File: src/rtl/ahb3lite_pkg.sv
// ---------------------------------------------------------------------------
// ahb3lite_pkg
// Shared types and default widths for the RCC buffer helpers.
//   FIFO_Writer_Help_state : state encoding of fifo_writer_helper
//   FWH_*                  : default parameter values for fifo_writer_helper
// ---------------------------------------------------------------------------
package ahb3lite_pkg;

  typedef enum logic [1:0] {
    W_IDLE    = 2'd0,
    W_COLLECT = 2'd1,
    W_WRITE   = 2'd2,
    W_DONE    = 2'd3
  } FIFO_Writer_Help_state;

  localparam int unsigned FWH_DATA_W = 32;
  localparam int unsigned FWH_BYTE_W = 8;
  localparam int unsigned FWH_LEN_W  = 6;

endpackage

File: src/rtl/fifo_writer_helper.sv
// ---------------------------------------------------------------------------
// fifo_writer_helper
// Packs a byte stream (lane 0 = least significant byte) into DATA_W-bit words
// and writes them to the RCC buffer FIFO. One transfer of
// i_RCC_BUFFER_LENGTH bytes is taken per Write_Request; the last partial word
// is zero-padded and o_done pulses for one cycle after the final write.
//
// Ports
//   CLK, RESETn              clock (rising edge), async active-low reset
//   Write_Request            start pulse, only looked at while idle
//   i_RCC_BUFFER_LENGTH      transfer length in bytes, latched at start
//   serialized_input(_valid) byte stream in
//   o_serialized_ready       byte taken when valid && ready
//   i_FIFO_prog_full         FIFO back-pressure, blocks the write
//   o_FIFO_din / o_FIFO_wr_en assembled word and its write strobe
//   o_done                   one-cycle end-of-transfer pulse
//   Deserialize_Counter      lane the next byte will land in
// ---------------------------------------------------------------------------
module fifo_writer_helper
  import ahb3lite_pkg::*;
#(
  parameter int DATA_W = FWH_DATA_W,
  parameter int BYTE_W = FWH_BYTE_W,
  parameter int LEN_W  = FWH_LEN_W
) (
  input  logic              CLK,
  input  logic              RESETn,
  input  logic              Write_Request,
  input  logic [LEN_W-1:0]  i_RCC_BUFFER_LENGTH,
  input  logic [BYTE_W-1:0] serialized_input,
  input  logic              serialized_input_valid,
  output logic              o_serialized_ready,
  input  logic              i_FIFO_prog_full,
  output logic [DATA_W-1:0] o_FIFO_din,
  output logic              o_FIFO_wr_en,
  output logic              o_done,
  output logic [1:0]        Deserialize_Counter
);

  localparam int LANES = DATA_W / BYTE_W;

  FIFO_Writer_Help_state state_q, state_d;
  logic [LEN_W-1:0]      len_q, len_d;
  logic [LEN_W-1:0]      cnt_q, cnt_d;
  logic [1:0]            lane_q, lane_d;
  logic [DATA_W-1:0]     word_q, word_d;

  always_ff @(posedge CLK or negedge RESETn) begin
    if (!RESETn) begin
      state_q <= W_IDLE;
      len_q   <= '0;
      cnt_q   <= '0;
      lane_q  <= '0;
      word_q  <= '0;
    end else begin
      state_q <= state_d;
      len_q   <= len_d;
      cnt_q   <= cnt_d;
      lane_q  <= lane_d;
      word_q  <= word_d;
    end
  end

  // Next-state logic and output decode. Outputs depend only on registered
  // state, except wr_en which is additionally gated by prog_full.
  always_comb begin
    state_d = state_q;
    len_d   = len_q;
    cnt_d   = cnt_q;
    lane_d  = lane_q;
    word_d  = word_q;

    o_serialized_ready  = (state_q == W_COLLECT);
    o_FIFO_wr_en        = (state_q == W_WRITE) && !i_FIFO_prog_full;
    o_FIFO_din          = (state_q == W_WRITE) ? word_q : '0;
    o_done              = (state_q == W_DONE);
    Deserialize_Counter = lane_q;

    case (state_q)
      W_IDLE: begin
        // A zero-length request would never produce a word, so it is dropped.
        if (Write_Request && (i_RCC_BUFFER_LENGTH != '0)) begin
          len_d   = i_RCC_BUFFER_LENGTH;
          cnt_d   = '0;
          lane_d  = '0;
          word_d  = '0;
          state_d = W_COLLECT;
        end
      end
      W_COLLECT: begin
        if (serialized_input_valid) begin
          for (int l = 0; l < LANES; l++) begin
            if (lane_q == 2'(l)) begin
              word_d[l*BYTE_W +: BYTE_W] = serialized_input;
            end
          end
          cnt_d  = cnt_q + LEN_W'(1);
          lane_d = lane_q + 2'd1;
          // Flush on a full word or on the last byte of the transfer.
          if ((lane_q == 2'd3) || (cnt_d == len_q)) begin
            state_d = W_WRITE;
          end
        end
      end
      W_WRITE: begin
        if (!i_FIFO_prog_full) begin
          word_d  = '0;
          lane_d  = '0;
          state_d = (cnt_q == len_q) ? W_DONE : W_COLLECT;
        end
      end
      W_DONE: begin
        state_d = W_IDLE;
      end
      default: begin
        state_d = W_IDLE;
      end
    endcase
  end

endmodule
File: config.mk
export PLATFORM = sky130hd
export DESIGN_NAME = fifo_writer_helper
export DESIGN_NICKNAME = d
export VERILOG_FILES = /design/src/rtl/ahb3lite_pkg.sv /design/src/rtl/fifo_writer_helper.sv
export SDC_FILE = /design/constraint.sdc
export NUM_CORES = 1
export LEC_CHECK = 0
export CORE_MARGIN = 4
export CORE_UTILIZATION = 53
export DETAILED_ROUTE_END_ITERATION = 16
export PLACE_DENSITY = 0.93
export SYNTH_ARGS = -nofsm -noshare
export SYNTH_HDL_FRONTEND = slang
export SYNTH_SLANG_ARGS = --single-unit
File: constraint.sdc
create_clock -name CLK -period 2.7 [get_ports CLK]
set_input_delay 0.405 -clock CLK [delete_from_list [all_inputs] [get_ports CLK]]
set_output_delay 0.405 -clock CLK [all_outputs]
set_load 0.05 [all_outputs]
==> results.py, run 1 <==
metrics = {
    "clocking": {
        "clk_latency_ns": 0.31,
        "cts_tree": "built",
        "cts_setup_buffers": 0,
        "ctsLongestPathBuffers": 2,
        "clk_pin_slew_ns": 0.09,
        "cts.htree.levels": 2,
        "hold_buffers": 0,
        "ctsResizeCount": 0,
        "cts_root_buf": "clkbuf_8",
        "cts_buffers": 5,
        "cts_sinks": 48,
    },
    "grt": {
        "antenna_found_initial": 0,
        "track_usage": 0.2374,
        "grt_pass1_vias": 1951,
        "grt_overflow": 0,
        "grt_pass1_wl_um": 9977,
        "grt_max_degree": 49,
    },
    "power_and_ir_drop": {
        "clockPowerShare": 0.137,
        "power_leakage_nw": 1.524,
        "intPower_w": 0.001827,
        "p_seq_frac": 0.418,
        "ir_worst_vdd_mv": 0.4743,
        "p_switching_w": 0.001294,
        "combPwrFrac": 0.446,
        "switching_share": 0.4146,
        "power_density_nw_per_um2": 917.6,
    },
    "worst_setup_path": {
        "criticalPathCategory": "reg -> out",
        "cp_slowest_stage_delay_ns": 0.84,
        "rr_worst_depth": 5,
        "crit_chain": "nor2b_1 > clkdlybuf4s50_1",
        "endpoint_kind": "output pin",
        "critPathLaunchType": "flip-flop",
        "critPathMaxFanout": 13,
        "worstPathRequired_ns": 2.30,
        "slowest_stage": "clkdlybuf4s50_1",
        "critical_path_arrival_ns": 2.04,
    },
    "logic_synthesis": {
        "yosys_warnings": 0,
        "ys_ff_latch": 48,
        "ys_seq_area_frac": 0.5029,
        "syn_area_um2": 2389,
        "synth_nets": 246,
        "synth.distinct_cells": 37,
        "netlist_instances": 222,
        "syn_area_per_cell_um2": 10.76,
    },
    "timing": {
        "fmax_mhz": 409.6,
        "finalHoldViolations": 0,
        "tightest_slew_ns": 1.038,
        "finClkSkew_ns": 0.004859,
        "setup_viol_count_final": 0,
        "final.setup.tns_ns": 0,
        "fin_crit_sh": 0.9043,
        "min_period_ns": 2.442,
        "slew_headroom": 0.3077,
        "layout_setup_ws_ns": 0.2584,
        "rsz0062_at_grt": "no",
        "drv_slew": 0,
    },
    "run_status": {
        "status": "finished, final reports clean",
    },
    "routing": {
        "wl_um": 6314,
        "drc": 0,
        "dr.pass1.iters": 6,
        "via_per_inst": 6.091,
        "vias": 2016,
        "wl_per_cell_um": 19.08,
        "ant_nets": 0,
        "drt-initial-drc-count": 221,
    },
    "layout": {
        "num_antenna_cells": 0,
        "num-fill-cells": 239,
        "syn_to_final_growth_pct": 42.43,
        "final_nets": 302,
        "final_layout_size_suffix_gt1_frac": 0.2007,
    },
    "run": {
        "maxCapViolations": 0,
    },
    "placement": {
        "detailed_place_hpwl_um": 4598,
        "io_buffer_count": 55,
        "dpl_worst_slack_ns": 0.2127,
        "place.gp.congestion": 0.8759,
    },
    "die": {
        "io_pins": 56,
        "fp-row-count": 24,
        "fp.dieH_um": 75.13,
        "start_util": 0.5486,
        "dieArea_um2": 5645,
        "core_area_um2": 4354,
        "die_x_um": 75.13,
    },
    "min_path": {
        "hp-class": "in -> async",
    },
}
[per-stage QoR]
| stage | util | power [W] | hold WS (ns) | area (µm²) | cells |
|---|---|---|---|---|---|
| after global routing | 0.7813 | 0.003283 | 0.3578 | 3402 | 331 |
| after detailed placement | 0.7612 | 0.002676 | 0.4832 | 3314 | 323 |
| final | 0.7813 | 0.003122 | 0.2682 | 3402 | 331 |
| after floorplan | - | 0.002187 | 0.1094 | 2389 | 222 |
| after global placement | 0.7612 | 0.002563 | 0.4788 | 3314 | 323 |
| after CTS | 0.7813 | 0.003119 | 0.2996 | 3402 | 331 |
[synthesized netlist by cell type]
cell / number / share of area
or4_1: 1 / 0.0031
and2_1: 32 / 0.084
o211ai_1: 1 / 0.0031
nand2b_1: 1 / 0.0026
and3_1: 2 / 0.0052
nand4b_1: 1 / 0.0037
nand3_1: 6 / 0.013
nor2b_1: 3 / 0.0079
or2_2: 1 / 0.0026
o31a_1: 1 / 0.0037
mux2_2: 6 / 0.028
nand3b_1: 2 / 0.0063
xnor2_1: 6 / 0.022
a21bo_1: 1 / 0.0042
nand2_2: 4 / 0.010
o21bai_1: 1 / 0.0031
o31ai_1: 1 / 0.0031
ha_1: 5 / 0.026
nor2_1: 7 / 0.011
nand4_1: 1 / 0.0026
a22o_1: 34 / 0.12
a21boi_1: 1 / 0.0031
xor2_1: 5 / 0.018
mux2i_1: 1 / 0.0042
o311a_4: 1 / 0.0089
dfrtp_1: 48 / 0.50
a22oi_1: 1 / 0.0031
a21o_1: 1 / 0.0031
a21oi_1: 2 / 0.0042
or3_1: 1 / 0.0026
clkbuf_1: 8 / 0.013
nand2_1: 11 / 0.017
nor4_1: 1 / 0.0026
a31oi_1: 2 / 0.0052
o21ai_0: 10 / 0.021
inv_1: 9 / 0.014
nor3_1: 3 / 0.0063
[cell usage in the layout, fill, tap and decap left out, types with 2 or more instances in the layout]
cell,count
dfrtp_1,48
a22o_1,34
buf_12,33
and2_1,32
clkdlybuf4s50_1,21
nand2_1,11
o21ai_0,10
inv_1,9
nor2_1,7
nand3_1,6
mux2_2,6
xnor2_1,6
xor2_1,5
ha_1,5
clkbuf_8,5
nand2_2,4
nor2b_1,3
nor3_1,3
and3_1,2
a21oi_1,2
nand3b_1,2
a31oi_1,2
clkinv_2,2
buf_4,2
[kinds of logic (layout without fill, tap and decap cells)]
logic type      after synthesis  after routing  synth area share
simple gates                 77             77            0.1807
compound gates               57             57            0.1907
flops                        48             48            0.5029
buf+inv                      17             74           0.02672
xor+xnor                     11             11           0.04033
mux                           7              7           0.03248
fa+ha+maj                     5              5           0.02619
[routing by layer]
metal,track usage,share of wire,up-vias,routed length (µm)
met1,0.3111,0.39,992,2489
met3,0.04940,0.064,22,404
li1,-,-,909,-
met4,0.09126,0.025,0,160
met5,0,0,-,0
met2,0.3888,0.52,93,3260
[power groups by stage]
| stage | Combinational, W | Sequential [W] | Clock (W) |
|---|---|---|---|
| after detailed placement | 0.00137 | 0.00130 | 0 |
| after global placement | 0.00129 | 0.00127 | 0 |
| after CTS | 0.00139 | 0.00129 | 0.000435 |
| after global routing | 0.00149 | 0.00134 | 0.000454 |
| final | 0.00139 | 0.00130 | 0.000427 |
| after floorplan | 0.000968 | 0.00122 | 0 |
[flip-flops by register name, summed over array words and instances, names as in the netlist]
name,cells
Deserialize_Counter,2
word_q,32
len_q,6
state_q,2
cnt_q,6
[final cells by class]
type	instances	area [µm²]	area share
well taps	52	65.06	0.01912
flip-flops and latches	48	1201	0.3531
inverters	9	33.78	0.009930
multi-input cells	157	1124	0.3303
repair buffers	57	890.9	0.2619
clock inverters	3	18.77	0.005517
clock buffers	5	68.82	0.02023
[worst max-delay path, delay by kind of cell (launching register included)]
kind / cells / cell delay [ns]
buf+inv: 1 / 0.84
flops: 1 / 0.61
simple gates: 1 / 0.27
[worst paths after layout]
path | from | end | slack (ns)
worst max register to register | state_q[0]$_DFFE_PN0P_ | word_q[14]$_DFFE_PN0P_ | 0.60
worst min-delay path | RESETn | word_q[27]$_DFFE_PN0P_ | 0.27
worst min register to register | word_q[3]$_DFFE_PN0P_ | word_q[3]$_DFFE_PN0P_ | 0.50
min in group CLK | word_q[3]$_DFFE_PN0P_ | word_q[3]$_DFFE_PN0P_ | 0.50
max in group asynchronous | RESETn | word_q[3]$_DFFE_PN0P_ | 1.78
worst max-delay path | state_q[0]$_DFFE_PN0P_ | o_serialized_ready | 0.26
(Power assumes the default switching activity.)
==> run 2: changes to the inputs <==
- ABC_AREA: default -> 1
- CORE_UTILIZATION: 53 -> 55
- PLACE_DENSITY: 0.93 -> 0.94
==> run 2 against run 1 <==
Effect of this change:
- worst hold slack better by 0.012 ns
- utilization is 6.5 points lower
- combinational power is 14% higher
- die area is 5.9% higher
- sequential share of layout area is 1.9 points higher
- global-route usage is 1.4 points lower
- largest cell class unchanged
- setup slack better by 0.16 ns
- clock-buffer cell count stayed put
- register-to-register slack better by 0.29 ns
- critical path type unchanged
- synthesized cell count is 63% higher
- critical path depth stayed put
- critical endpoint unchanged
==> results.py, run 2 <==
metrics = {
    "run_status": {
        "status": "finished, final reports clean",
    },
    "min_path": {
        "hp-class": "in -> async",
    },
    "logic_synthesis": {
        "syn_area_per_cell_um2": 7.324,
        "yosysTopAreaCellShare": 0.4543,
        "netlist_instances": 361,
        "async_flop_share": 1.000,
        "synth.largest_area_cell": "dfrtp_1",
        "synthTopCellsByCount": "102 x nand2_1, 53 x inv_1, 48 x dfrtp_1, 48 x nor2_1, 28 x nand4_1",
        "synth_nets": 385,
        "yosys_warnings": 0,
        "ys_seq_area_frac": 0.4543,
        "ys.flop_type": "dfrtp_1",
        "synth.area.top_cells": "dfrtp_1 45%, nand2_1 14%, inv_1 7.5%",
        "synth.distinct_cells": 27,
        "synth.most_common_cell": "nand2_1",
        "ys_ff_latch": 48,
        "syn_area_um2": 2644,
        "synth-edff-count": 0,
    },
    "power_and_ir_drop": {
        "switching_share": 0.4719,
        "p_seq_frac": 0.366,
        "combPwrFrac": 0.476,
        "p_switching_w": 0.001580,
        "intPower_w": 0.001769,
        "power_w": 0.003349,
        "ir_worst_vdd_mv": 0.6225,
        "power_leakage_nw": 1.662,
        "power_density_nw_per_um2": 1038,
        "clockPowerShare": 0.159,
    },
    "routing": {
        "ant_nets": 0,
        "wl_um": 6596,
        "via_per_inst": 5.420,
        "drc": 0,
        "drt-initial-drc-count": 241,
        "dr.pass1.iters": 5,
        "vias": 2515,
        "wl_per_cell_um": 14.22,
    },
    "clocking": {
        "cts_buffers": 5,
        "clk_pin_slew_ns": 0.09,
        "cts_tree": "built",
        "clk_latency_ns": 0.31,
        "ctsLongestPathBuffers": 2,
        "cts.htree.levels": 2,
        "cts_setup_buffers": 0,
        "ctsResizeCount": 0,
        "hold_buffers": 0,
        "cts_root_buf": "clkbuf_8",
        "cts_sinks": 48,
    },
    "layout": {
        "post-route-util": 0.7161,
        "final_layout_size_suffix_gt1_frac": 0.1311,
        "fin_area_um2": 3226,
        "num-fill-cells": 349,
        "largest_register_ffs": 32,
        "num_antenna_cells": 0,
        "final_common_cell": "nand2_1",
        "mostFrequentLayoutCells": "102 x nand2_1, 53 x inv_1, 48 x dfrtp_1, 48 x nor2_1, 37 x buf_4",
        "top_regs": "word_q x32, cnt_q x6, len_q x6",
        "fin_cells": 464,
        "final_nets": 435,
        "regMostFlops": "word_q",
        "syn_to_final_growth_pct": 22.01,
    },
    "timing": {
        "fmax_mhz": 438.5,
        "finClkSkew_ns": 0.007232,
        "drv_slew": 0,
        "rsz0062_at_grt": "no",
        "min_period_ns": 2.281,
        "tightest_slew_ns": 1.058,
        "slew_headroom": 0.2945,
        "final.setup.tns_ns": 0,
        "fin_crit_sh": 0.8447,
        "finalHoldViolations": 0,
        "setup_viol_count_final": 0,
    },
    "worst_setup_path": {
        "critPathLaunchType": "flip-flop",
        "crit_family": "buffers and inverters",
        "slowest_stage": "clkdlybuf4s50_1",
        "cp.depth": 2,
        "rr_worst_depth": 9,
        "cp.buffers_inverters": 1,
        "critPathMaxFanout": 6,
        "worstPathRequired_ns": 2.30,
        "crit_chain": "nor2_4 > clkdlybuf4s50_1",
        "critical_path_arrival_ns": 1.88,
        "criticalPathCategory": "reg -> out",
        "cp_slowest_stage_delay_ns": 0.86,
        "endpoint_kind": "output pin",
    },
    "grt": {
        "grt_pass1_vias": 2282,
        "antenna_found_initial": 0,
        "track_usage": 0.2235,
        "grt_max_degree": 49,
        "grt_overflow": 0,
        "grt_pass1_wl_um": 10760,
    },
    "die": {
        "start_util": 0.5869,
        "die_x_um": 77.33,
        "fp.dieH_um": 77.33,
        "fp-row-count": 24,
        "core_area_um2": 4504,
        "dieArea_um2": 5980,
        "io_pins": 56,
    },
    "placement": {
        "io_buffer_count": 55,
        "detailed_place_hpwl_um": 4795,
        "placed_area_um2": 3114,
        "place.gp.congestion": 0.9134,
        "dp_cells": 456,
    },
    "run": {
        "maxCapViolations": 0,
    },
}
-- run 2: final cells by class --
class	instances	area [µm²]	share of cell area
Inverter	55	209.0	0.06478
Tap cell	52	65.06	0.02017
Multi-Input combinational cell	242	1146	0.3553
Timing Repair Buffer	59	493.0	0.1528
Clock buffer	5	68.82	0.02133
Clock inverter	3	42.54	0.01319
Sequential cell	48	1201	0.3724
-- run 2: logic make-up (layout without fill, tap and decap cells) --
| family | count (synthesis) | count (layout) | synth area share |
|---|---|---|---|
| AOI/OAI and AO/OA | 34 | 34 | 0.07525 |
| adders and majority gates | 5 | 5 | 0.02366 |
| buffers and inverters | 71 | 122 | 0.1122 |
| DFF | 48 | 48 | 0.4543 |
| and+or+nand+nor | 203 | 203 | 0.3346 |
-- run 2: power groups by stage --
| stage | Clock (W) | Sequential, W | Combinational, W |
|---|---|---|---|
| 6_report | 0.000531 | 0.00122 | 0.00159 |
| 5_1_grt | 0.000573 | 0.00125 | 0.00178 |
| 4_1_cts | 0.000530 | 0.00122 | 0.00158 |
| 3_5_place_dp | 0 | 0.00123 | 0.00157 |
| 3_3_place_gp | 0 | 0.00121 | 0.00149 |
| 2_1_floorplan | 0 | 0.00120 | 0.00122 |
-- run 2: per-stage QoR --
| step | setup WS, ns | hold slack [ns] |
|---|---|---|
| final | 0.4194 | 0.2798 |
| after global routing | 0.3517 | 0.3654 |
| after CTS | 0.4181 | 0.3123 |
| after detailed placement | 0.5579 | 0.4591 |
| after global placement | 0.6230 | 0.4577 |
| after floorplan | 0.8162 | 0.1094 |
-- run 2: layer usage --
layer / track usage / vias to the layer above / wire length [µm]
li1: - / 1236 / -
met5: 0 / - / 0
met4: 0.07117 / 0 / 113
met1: 0.2920 / 1160 / 2780
met2: 0.3817 / 108 / 3272
met3: 0.03704 / 11 / 431
-- run 2: path summary, 6_finish.rpt --
path                                        start                                 end  slack (ns)
hold / removal                             RESETn                len_q[1]$_DFFE_PN0P_        0.28
setup reg to reg           state_q[0]$_DFFE_PN0P_               word_q[1]$_DFFE_PN0P_        0.89
setup / recovery           state_q[1]$_DFFE_PN0P_                  o_serialized_ready        0.42
min in group CLK           word_q[15]$_DFFE_PN0P_              word_q[15]$_DFFE_PN0P_        0.48
max in group asynchronous                  RESETn  Deserialize_Counter[0]$_DFFE_PN0P_        1.77
hold reg to reg            word_q[15]$_DFFE_PN0P_              word_q[15]$_DFFE_PN0P_        0.48
-- run 2: worst register-to-register path, delay by kind of cell (launching register included) --
kind | cells | cell delay (ns)
and+or+nand+nor | 6 | 0.84
buffers and inverters | 3 | 0.50
DFF | 1 | 0.42
==> run 3: changes to the inputs <==
- CORE_UTILIZATION: 55 -> 51
- PLACE_DENSITY: 0.94 -> 0.89
- clock period: 2.7 -> 2.2 ns (I/O delays scaled with it)
==> run 3 against run 2 <==
Effect of this change:
- clock skew up 0.0029 ns
- final area rose by 15%
- wire length increased by 8.7%
- non-clock buffer count increased by 6
- largest cell class unchanged
- sequential share of layout area shrank 4.9 points
- clock-buffer cell count grew 1
- cell count up 4.5%
- register-to-register slack worse by 0.45 ns
- worst hold slack improved by 0.15 ns
- clock power grew 20%
- first-iteration DRC count decreased by 3.3%
- utilization up 4.4 points
- largest power group unchanged
==> results.py, run 3 (same netlist as run 2, synthesis figures left out) <==
metrics = {
    "run_status": {
        "status": "finished, final reports clean",
    },
    "worst_setup_path": {
        "worst_r2r_endpoint": "word_q[5]$_DFFE_PN0P_",
        "cp_slowest_stage_delay_ns": 0.79,
        "rr_worst_depth": 10,
        "critPathMaxFanout": 5,
        "critical_path_arrival_ns": 1.73,
        "crit_chain": "nand2_1 > inv_1 > clkdlybuf4s50_1",
        "criticalPathCategory": "reg -> out",
        "critPathLaunchType": "flip-flop",
        "r2r-start": "state_q[0]$_DFFE_PN0P_",
        "endpoint_kind": "output pin",
        "slowest_stage": "clkdlybuf4s50_1",
        "cp.buffers_inverters": 2,
        "crit_family": "buffers and inverters",
        "r2r_slack_ns": 0.44,
        "worstPathRequired_ns": 1.87,
    },
    "placement": {
        "io_buffer_count": 55,
        "detailed_place_hpwl_um": 5209,
        "place.gp.congestion": 0.9230,
    },
    "die": {
        "fp.dieH_um": 80,
        "fp-row-count": 25,
        "die_x_um": 80,
        "core_area_um2": 4880,
        "io_pins": 56,
        "dieArea_um2": 6400,
        "start_util": 0.5418,
    },
    "clocking": {
        "hold_buffers": 1,
        "clk_latency_ns": 0.31,
        "cts_sinks": 48,
        "ctsResizeCount": 0,
        "cts_setup_buffers": 0,
        "cts_root_buf": "clkbuf_8",
        "cts_buffers": 5,
        "cts_tree": "built",
        "cts.htree.levels": 2,
        "clk_pin_slew_ns": 0.09,
        "ctsLongestPathBuffers": 2,
    },
    "routing": {
        "wl_um": 7168,
        "wl_per_cell_um": 14.78,
        "dr.pass1.iters": 5,
        "drc": 0,
        "via_per_inst": 5.499,
        "ant_nets": 0,
        "vias": 2667,
        "drt-initial-drc-count": 233,
    },
    "power_and_ir_drop": {
        "intPower_w": 0.002282,
        "p_switching_w": 0.001979,
        "combPwrFrac": 0.496,
        "switching_share": 0.4644,
        "ir_worst_vdd_mv": 0.8696,
        "clockPowerShare": 0.149,
        "power_density_nw_per_um2": 1148,
        "p_seq_frac": 0.355,
        "power_leakage_nw": 1.785,
    },
    "layout": {
        "num-fill-cells": 333,
        "final_nets": 441,
        "final_layout_size_suffix_gt1_frac": 0.1411,
        "final_common_cell": "nand2_1",
        "mostFrequentLayoutCells": "102 x nand2_1, 53 x inv_1, 48 x dfrtp_1, 48 x nor2_1, 34 x buf_12",
        "syn_to_final_growth_pct": 40.37,
        "largest_register_ffs": 32,
        "post-route-util": 0.7605,
        "top_regs": "word_q x32, cnt_q x6, len_q x6",
        "regMostFlops": "word_q",
        "num_antenna_cells": 0,
    },
    "grt": {
        "grt_overflow": 0,
        "grtUsageMet1": 0.2792,
        "busiest_layer": "met2",
        "grt_pass1_vias": 2556,
        "grt_pass1_wl_um": 11660,
        "antenna_found_initial": 0,
        "met3_usage": 0.04515,
        "grt_max_degree": 26,
        "use_met2": 0.4040,
        "track_usage": 0.2343,
    },
    "timing": {
        "min_period_ns": 2.056,
        "fmax_mhz": 486.4,
        "final.setup.tns_ns": 0,
        "drv_slew": 0,
        "finalHoldViolations": 0,
        "setup_viol_count_final": 0,
        "slew_headroom": 0.5905,
        "rsz0062_at_grt": "no",
        "fin_crit_sh": 0.9345,
        "finClkSkew_ns": 0.01012,
        "tightest_slew_ns": 0.6101,
    },
    "run": {
        "maxCapViolations": 0,
    },
    "min_path": {
        "hp-class": "in -> async",
    },
}
run 3: area by class of cell:
type,instances,area [µm²],share of cell area
sequential,48,1201,0.3237
multi-input combinational,242,1146,0.3088
tap,67,83.83,0.02259
clock buffer,6,72.57,0.01955
timing repair buffer,65,963.4,0.2596
inverter,55,209.0,0.05630
clock inverter,2,35.03,0.009440
run 3: worst max path at each step:
stage	start	to	slack (ns)	cells after the start
detailed placement	i_RCC_BUFFER_LENGTH[3]	word_q[6]$_DFFE_PN0P_	0.21	11
global placement	i_RCC_BUFFER_LENGTH[3]	word_q[7]$_DFFE_PN0P_	0.28	11
global route	state_q[1]$_DFFE_PN0P_	o_done	0.09	3
finish	state_q[1]$_DFFE_PN0P_	o_done	0.14	3
floorplan	state_q[0]$_DFFE_PN0P_	o_FIFO_din[10]	0.39	4
CTS	state_q[1]$_DFFE_PN0P_	o_done	0.14	3
run 3: metrics by stage:
step           cell area, µm²  worst slack (ns)  instances  hold slack (ns)  power [W]
2_1_floorplan            2644            0.3912        361          0.03441   0.002964
3_3_place_gp             3593            0.2813        476           0.2093   0.003439
3_5_place_dp             3593            0.2088        476           0.2163   0.003569
4_1_cts                  3711            0.1405        485           0.4346   0.004230
5_1_grt                  3711           0.09160        485           0.4495   0.004572
6_report                 3711            0.1440        485           0.4284   0.004261
run 3: worst reg2reg max path: cells and delay by family (launching register included):
family,cells,cell delay (ns)
DFF,1,0.42
buffers and inverters,3,0.44
AOI/OAI and AO/OA,1,0.15
and+or+nand+nor,6,0.64
run 3: metal layers:
metal	wire length (µm)	vias up	part of all wire
met5	0	-	0
met4	235	0	0.033
met3	518	25	0.072
met2	3596	140	0.50
met1	2817	1243	0.39
li1	-	1259	-
run 3: power groups by stage:
stage	sequential (W)	clock, W	combinational, W
floorplan	0.00147	0	0.00149
global placement	0.00149	0	0.00195
detailed placement	0.00151	0	0.00206
CTS	0.00150	0.000639	0.00209
global route	0.00155	0.000674	0.00235
finish	0.00151	0.000637	0.00211
